$ cat src/rtl/seven_seg_scanner.sv
// seven_seg_scanner: time-multiplexed driver for a 4-digit active-low
// 7-segment display. One digit is lit per slot, and each slot starts with a
// blanking gap to stop ghosting. New values are double-buffered and only
// reach the display at a frame boundary.
module seven_seg_scanner #(
   parameter int SCAN_CYCLES  = 100000,
   parameter int BLANK_CYCLES = 1000
) (
   input  logic        clk,
   input  logic        rst,
   input  logic [15:0] value,
   input  logic [3:0]  dp,
   input  logic        load,
   input  logic        lz_blank,
   output logic [7:0]  seg,
   output logic [3:0]  sel,
   output logic        frame_done
);

   localparam int CW = $clog2(SCAN_CYCLES);
   localparam logic [CW-1:0] LAST_L  = CW'(SCAN_CYCLES - 1);
   localparam logic [CW-1:0] BLANK_L = CW'(BLANK_CYCLES);

   // Active-high a..g pattern for one hex nibble
   function automatic logic [6:0] hexfont(input logic [3:0] nib);
      logic [6:0] pat;
      case (nib)
         4'h0:    pat = 7'h3F;
         4'h1:    pat = 7'h06;
         4'h2:    pat = 7'h5B;
         4'h3:    pat = 7'h4F;
         4'h4:    pat = 7'h66;
         4'h5:    pat = 7'h6D;
         4'h6:    pat = 7'h7D;
         4'h7:    pat = 7'h07;
         4'h8:    pat = 7'h7F;
         4'h9:    pat = 7'h6F;
         4'hA:    pat = 7'h77;
         4'hB:    pat = 7'h7C;
         4'hC:    pat = 7'h39;
         4'hD:    pat = 7'h5E;
         4'hE:    pat = 7'h79;
         4'hF:    pat = 7'h71;
         default: pat = 7'h00;
      endcase
      return pat;
   endfunction

   logic [CW-1:0] cnt_r;
   logic [1:0]    dig_r;
   logic [15:0]   act_val_r;
   logic [3:0]    act_dp_r;
   logic [15:0]   pend_val_r;
   logic [3:0]    pend_dp_r;
   logic          pend_valid_r;

   logic          last_cnt_s;
   logic          boundary_s;
   logic          blank_s;
   logic [3:0]    cur_nib_s;
   logic          lead_zero_s;
   logic [7:0]    seg_nxt_s;
   logic [3:0]    sel_nxt_s;

   // Slot/phase decode and the next value of the display outputs
   always_comb begin
      last_cnt_s  = (cnt_r == LAST_L);
      boundary_s  = last_cnt_s && (dig_r == 2'd3);
      blank_s     = (cnt_r < BLANK_L);
      cur_nib_s   = 4'h0;
      lead_zero_s = 1'b0;
      case (dig_r)
         2'd0: begin
            cur_nib_s   = act_val_r[3:0];
            lead_zero_s = 1'b0;              // rightmost digit always shown
         end
         2'd1: begin
            cur_nib_s   = act_val_r[7:4];
            lead_zero_s = (act_val_r[15:4] == 12'h000);
         end
         2'd2: begin
            cur_nib_s   = act_val_r[11:8];
            lead_zero_s = (act_val_r[15:8] == 8'h00);
         end
         2'd3: begin
            cur_nib_s   = act_val_r[15:12];
            lead_zero_s = (act_val_r[15:12] == 4'h0);
         end
         default: begin
            cur_nib_s   = 4'h0;
            lead_zero_s = 1'b0;
         end
      endcase
      if (blank_s) begin
         sel_nxt_s = 4'hF;
         seg_nxt_s = 8'hFF;
      end else begin
         sel_nxt_s = ~(4'b0001 << dig_r);
         if (lz_blank && lead_zero_s) begin
            seg_nxt_s = {~act_dp_r[dig_r], 7'h7F};
         end else begin
            seg_nxt_s = {~act_dp_r[dig_r], ~hexfont(cur_nib_s)};
         end
      end
   end

   // Slot counter and digit index
   always_ff @(posedge clk) begin
      if (rst) begin
         cnt_r <= '0;
         dig_r <= 2'd0;
      end else if (last_cnt_s) begin
         cnt_r <= '0;
         dig_r <= dig_r + 2'd1;
      end else begin
         cnt_r <= cnt_r + {{(CW-1){1'b0}}, 1'b1};
      end
   end

   // Pending/active buffers; a load at the boundary bypasses the pending stage
   always_ff @(posedge clk) begin
      if (rst) begin
         act_val_r    <= 16'h0000;
         act_dp_r     <= 4'h0;
         pend_val_r   <= 16'h0000;
         pend_dp_r    <= 4'h0;
         pend_valid_r <= 1'b0;
      end else if (boundary_s) begin
         if (load) begin
            act_val_r <= value;
            act_dp_r  <= dp;
         end else if (pend_valid_r) begin
            act_val_r <= pend_val_r;
            act_dp_r  <= pend_dp_r;
         end else begin
            act_val_r <= act_val_r;
            act_dp_r  <= act_dp_r;
         end
         pend_valid_r <= 1'b0;
      end else if (load) begin
         pend_val_r   <= value;
         pend_dp_r    <= dp;
         pend_valid_r <= 1'b1;
      end else begin
         pend_valid_r <= pend_valid_r;
      end
   end

   // Registered display outputs and frame pulse
   always_ff @(posedge clk) begin
      if (rst) begin
         seg        <= 8'hFF;
         sel        <= 4'hF;
         frame_done <= 1'b0;
      end else begin
         seg        <= seg_nxt_s;
         sel        <= sel_nxt_s;
         frame_done <= boundary_s;
      end
   end

endmodule
$ cat config.mk
export PLATFORM = sky130hd
export DESIGN_NAME = seven_seg_scanner
export DESIGN_NICKNAME = d
export VERILOG_FILES = /design/src/rtl/seven_seg_scanner.sv
export SDC_FILE = /design/constraint.sdc
export NUM_CORES = 1
export LEC_CHECK = 0
export ABC_AREA = 1
export CORE_MARGIN = 3
export CORE_UTILIZATION = 40
export CTS_CLUSTER_SIZE = 20
export DETAILED_ROUTE_END_ITERATION = 10
export PLACE_DENSITY_LB_ADDON = 0.12
export SKIP_LAST_GASP = 1
export SLEW_MARGIN = 5
export SYNTH_ARGS = -nofsm -noshare
export SYNTH_HDL_FRONTEND = slang
export SYNTH_SLANG_ARGS = --single-unit
$ cat constraint.sdc
create_clock -name clk -period 2.1 [get_ports clk]
set_input_delay 0.525 -clock clk [delete_from_list [all_inputs] [get_ports clk]]
set_output_delay 0.525 -clock clk [all_outputs]
set_load 0.01 [all_outputs]
==> out/metrics.yaml, run 1 <==
synth_top_area_share: 0.371
cts_max_level: 3
row_count: 35
wl_met2_mm: 3.55
multi_input_area_sq_um: 2080
fin_skew_ps: 12.0
synth_area_leaders: "dfxtp_1 (37%), nand2_1 (12%), nor2_1 (6.7%)"
num_vias: 3325
start_util: 0.418
fmax_mhz: 525
switching_share: 0.233
synth_edf_count: 0
core_sq_um: 9420
antenna_found_initial: 0
path_class: "flip-flop to flip-flop"
cp.arrival_ps: 2140
finalNetCount: 615
met1_length_mm: 4.17
drc: 0
clkLatencyLatePin_ps: 350
min_period_ps: 1900
synth_common_cells: "nand2_1 (130), dfxtp_1 (73), nor2_1 (70)"
cts_root_buf: "clkbuf_8"
seqPwrFrac: 0.528
first_pass_iters: 4
ios: 37
synth-seq-cells: 73
seqCellArea_sq_um: 1460
overflow: 0
port-buffer-count: 36
wirelength_mm: 8.12
fp.dieH_um: 105
ys.flop_type: "dfxtp_1"
drt-initial-drc-count: 133
powerDensity_nw_per_um2: 590
synth.most_common_cell: "nand2_1"
clk_path_buf_depth: 2
routed_via_density: 4.66
syn_area_per_cell_sq_um: 7.23
nFillCells: 924
rsz0062_at_grt: "false"
end_kind: "flip-flop"
maxCapViolations: 0
track_usage: 0.155
hold_viol: 0
cts_inserted_buffers: 9
switching_power_uw: 632
area_growth_syn_to_layout_pct: 16.8
tns_ps: 0
die_w_um: 105
slew_violations: 0
clk_pin_slew_ps: 70
slew_headroom: 0.673
worstHoldPathType: "flip-flop to flip-flop"
cp-start-kind: "flip-flop"
min_period_over_period: 0.907
grt_max_degree: 61
synth_area_leader_cell: "dfxtp_1"
synthCells: 544
antenna-diode-count: 0
top_layer: "met4"
drive_gt1_frac: 0.163
worst-slew-pin-transition_ps: 486
synth_area_sq_um: 3940
p_int_mw: 2.08
power_mw: 2.71
cts.sinks: 73
die-area_sq_um: 11100
avgRoutedWirePerCell_um: 11.4
critPathMaxFanout: 8
status: "finished, final reports clean"
wl_met3_um: 302
setup_viol: 0
synth_nets: 580
yosysWarningCount: 0
tritoncts: "done"
p_leak_nw: 2.04
drtAntennaViolNets: 0
synthArstFlopShare: 0
power.share.clock: 0.396
synth_seq_area_share: 0.371
p_comb_frac: 0.076
max-vdd-ir-drop_v: 0.000298
grt_pass1_vias: 3149
cp.required_ps: 2340
hpwl_mm: 5.74
place_congestion: 0.941
synth.distinct_cells: 36
grt_pass1_wl_mm: 14.3
## flip-flops by register name, indices dropped and copies added, names as in the netlist
| signal | cells |
|---|---|
| act_dp_r | 4 |
| act_val_r | 16 |
| cnt_r | 17 |
| dig_r | 2 |
| frame_done | 1 |
| pend_dp_r | 4 |
| pend_val_r | 16 |
| pend_valid_r | 1 |
| seg | 8 |
| sel | 4 |
## final timing paths
kind | startpoint | to | slack [ps] | cells after the start
min reg2reg | cnt_r[0] | cnt_r[0] | 450 | 1
max | dig_r[0] | seg[6] | 200 | 12
max reg2reg | dig_r[0] | seg[6] | 200 | 12
min | cnt_r[0] | cnt_r[0] | 450 | 1
## metrics by stage
step                area, sq um  hold slack, ps  cells  worst slack (ps)  utilization
floorplan                  3940             417    544               153            -
global placement           4390             430    696              56.2        0.467
detailed placement         4390             445    696             -9.43        0.467
CTS                        4590             456    713               122        0.488
global route               4600             478    713             0.784        0.488
finish                     4600             454    713               195        0.488
## cells in the final DEF, fill, tap and decap left out, types with 3 or more instances in the layout
cell type / synthesis / routed
clkbuf_8: 0 / 13
mux2_2: 20 / 20
nand2_1: 130 / 130
nor2_2: 24 / 24
nand2_2: 5 / 5
nor2_1: 70 / 70
ha_1: 12 / 12
xor2_1: 4 / 4
a21oi_1: 32 / 32
o21ai_0: 9 / 9
buf_4: 2 / 7
inv_1: 60 / 60
dfxtp_1: 73 / 72
nand4_1: 8 / 8
nor2_4: 3 / 3
nand3_1: 43 / 43
nor3_1: 6 / 6
clkdlybuf4s50_1: 0 / 35
inv_2: 5 / 5
## layout make-up
class | instances | area share
inverters | 66 | 0.0539
flip-flops and latches | 73 | 0.318
multi-input cells | 384 | 0.453
clock inverters | 2 | 0.00218
repair buffers | 45 | 0.0975
clock buffers | 14 | 0.0397
well taps | 129 | 0.0351
## routing by layer
layer  global-route usage  up-vias
li1                     -     1779
met4               0.0450        0
met1                0.206     1479
met3               0.0408       10
met2                0.247       57
met5                    0        -
## cells by family after synthesis
family / count (synthesis) / share of synthesized area
AND/OR/NAND/NOR: 300 / 0.355
adder cells (fa/ha/maj): 12 / 0.0382
multiplexers: 20 / 0.0572
XOR/XNOR: 6 / 0.0134
buffers and inverters: 87 / 0.0992
AO/OA/AOI/OAI: 46 / 0.0658
flip-flops: 73 / 0.371
## critical path, cell delays in order (launching register included)
cell and delay (ps):
dfxtp_2 370, inv_1 110, ha_1 230, inv_2 120, nand2_1 70, nor2_1 120
nor2_2 60, buf_4 150, ha_1 210, nand2_1 100, nand2_1 60, a21oi_1 120
nand2_1 50
## power by group through the flow
| stage | sequential, mW | clock, mW | combinational, mW |
|---|---|---|---|
| after detailed placement | 1.46 | 0 | 0.208 |
| after global routing | 1.44 | 1.16 | 0.232 |
| final | 1.43 | 1.07 | 0.206 |
| after floorplan | 1.46 | 0 | 0.136 |
| after CTS | 1.43 | 1.11 | 0.210 |
| after global placement | 1.46 | 0 | 0.204 |
## timing repair
action | 4_1_cts | 5_1_grt
pin swaps | 1 | 0
setup buffers | 1 | 0
setup endpoints to repair | 1 | 5
resized for setup | 0 | 1
hold buffers | 0 | 0
No activity file was read; power rests on OpenSTA's default activity.
==> inputs of run 2 (changes only) <==
REMOVE_ABC_BUFFERS = 1   (was unset)
==> out/metrics.yaml, run 2 (same netlist as run 1, synthesis figures left out) <==
status: "finished, final reports clean"
reg2reg_depth: 12
worst-slew-pin-transition_ps: 483
largest_register_ffs: 17
ios: 37
die-area_sq_um: 11100
crit_path_cell_trace: "inv_1 > ha_1 > inv_2 > nand2_1 > nor2_1 > nor2_2 > buf_4 > ha_1 > nand2_1 > nand2_1 > a21oi_1 > nand2_1"
powerDensity_nw_per_um2: 620
hold_slack_ps: 457
core_sq_um: 9420
cts.sinks: 73
layout_commonest_cell: "nand2_1"
slew_headroom: 0.676
worst_path_most_repeated_cell: "nand2_1"
critPathBufInv: 3
grt_max_degree: 36
fp.dieH_um: 105
worstHoldPathType: "flip-flop to flip-flop"
clkLatencyLatePin_ps: 350
r2r_start: "dig_r[0]"
area_growth_syn_to_layout_pct: 18.5
cts_root_buf: "clkbuf_8"
startpoint: "dig_r[0]"
finalCoreUtilization: 0.495
r2r_setup_slack_ps: 160
clk_pin_slew_ps: 90
min_period_ps: 1940
grt_pass1_vias: 3043
clk_path_buf_depth: 2
tritoncts: "done"
switching_power_uw: 666
p_int_mw: 2.23
wirelength_mm: 8.17
seqPwrFrac: 0.494
cp.required_ps: 2340
largest-register: "cnt_r"
cts_max_level: 3
end_kind: "flip-flop"
cp.arrival_ps: 2180
finalNetCount: 618
overflow: 0
rr_endpoint: "seg[6]"
critPathMaxFanout: 8
antenna-diode-count: 0
avgRoutedWirePerCell_um: 11.4
drt-initial-drc-count: 125
p_comb_frac: 0.070
rsz0062_at_grt: "false"
setup_viol: 0
start_util: 0.418
min_period_over_period: 0.924
dp_cells: 699
cts_inserted_buffers: 9
layout_common_cells: "nand2_1 (130), dfxtp_1 (71), nor2_1 (70)"
track_usage: 0.156
crit_path_end: "seg[6]"
drtAntennaViolNets: 0
maxCapViolations: 0
die_w_um: 105
cp.depth: 12
holdBufCountCts: 0
routed_via_density: 4.68
grt_pass1_wl_mm: 14.2
power.share.clock: 0.435
critPathMaxStageDelay_ps: 380
port-buffer-count: 36
hold_viol: 0
max-vdd-ir-drop_v: 0.000358
row_count: 35
drive_gt1_frac: 0.175
path_class: "flip-flop to flip-flop"
min-delay-start: "cnt_r[0]"
power_mw: 2.89
slowest_stage: "dfxtp_4"
fin_skew_ps: 12.4
nFillCells: 961
slew_violations: 0
tns_ps: 0
drc: 0
num_vias: 3351
reg.largest.list: "cnt_r (17), act_val_r (16), pend_val_r (16)"
first_pass_iters: 4
cp-start-kind: "flip-flop"
critical-path-top-delay-family: "simple AND/OR/NAND/NOR gates"
hpwl_mm: 5.90
p_leak_nw: 2.07
place_congestion: 0.854
switching_share: 0.230
antenna_found_initial: 0
final_cells: 716
fmax_mhz: 515
run 2: how the worst min path moves through the flow:
stage,to,cells past startpoint
3_5_place_dp,cnt_r[0],1
5_1_grt,cnt_r[0],1
4_1_cts,cnt_r[0],1
3_3_place_gp,cnt_r[0],1
6_report,cnt_r[0],1
2_1_floorplan,cnt_r[0],1
run 2: metal layers:
layer	up-vias	share of wire	GRT usage
li1	1796	-	-
met1	1501	0.51	0.213
met3	10	0.036	0.0346
met5	-	0	0
met4	0	0.011	0.0581
met2	44	0.44	0.240
run 2: repair_timing:
| item | in CTS | in global routing |
|---|---|---|
| endpoints found under the hold margin | 0 | 0 |
| setup buffers | 1 | 0 |
| resized for setup | 0 | 6 |
| setup endpoints to repair | 1 | 7 |
| pin swaps | 1 | 0 |
run 2: power groups by stage:
| stage | sequential (mW) | clock, mW | combinational, mW |
|---|---|---|---|
| floorplan | 1.46 | 0 | 0.115 |
| global placement | 1.46 | 0 | 0.201 |
| detailed placement | 1.46 | 0 | 0.205 |
| CTS | 1.43 | 1.29 | 0.206 |
| global route | 1.43 | 1.36 | 0.229 |
| finish | 1.43 | 1.26 | 0.203 |
run 2: through the flow:
| step | cell area, sq um | setup WS (ps) |
|---|---|---|
| 2_1_floorplan | 3790 | 153 |
| 3_3_place_gp | 4420 | 72.8 |
| 3_5_place_dp | 4420 | -31.3 |
| 4_1_cts | 4650 | 71.8 |
| 5_1_grt | 4660 | 11.6 |
| 6_report | 4660 | 159 |
run 2: final cells by class:
type / instances / area [sq um] / share of cell area
multi-input combinational: 384 / 2090 / 0.448
clock buffer: 10 / 138 / 0.0295
sequential: 73 / 1470 / 0.315
inverter: 66 / 248 / 0.0531
clock inverter: 6 / 90.1 / 0.0193
timing repair buffer: 48 / 470 / 0.101
tap: 129 / 161 / 0.0346
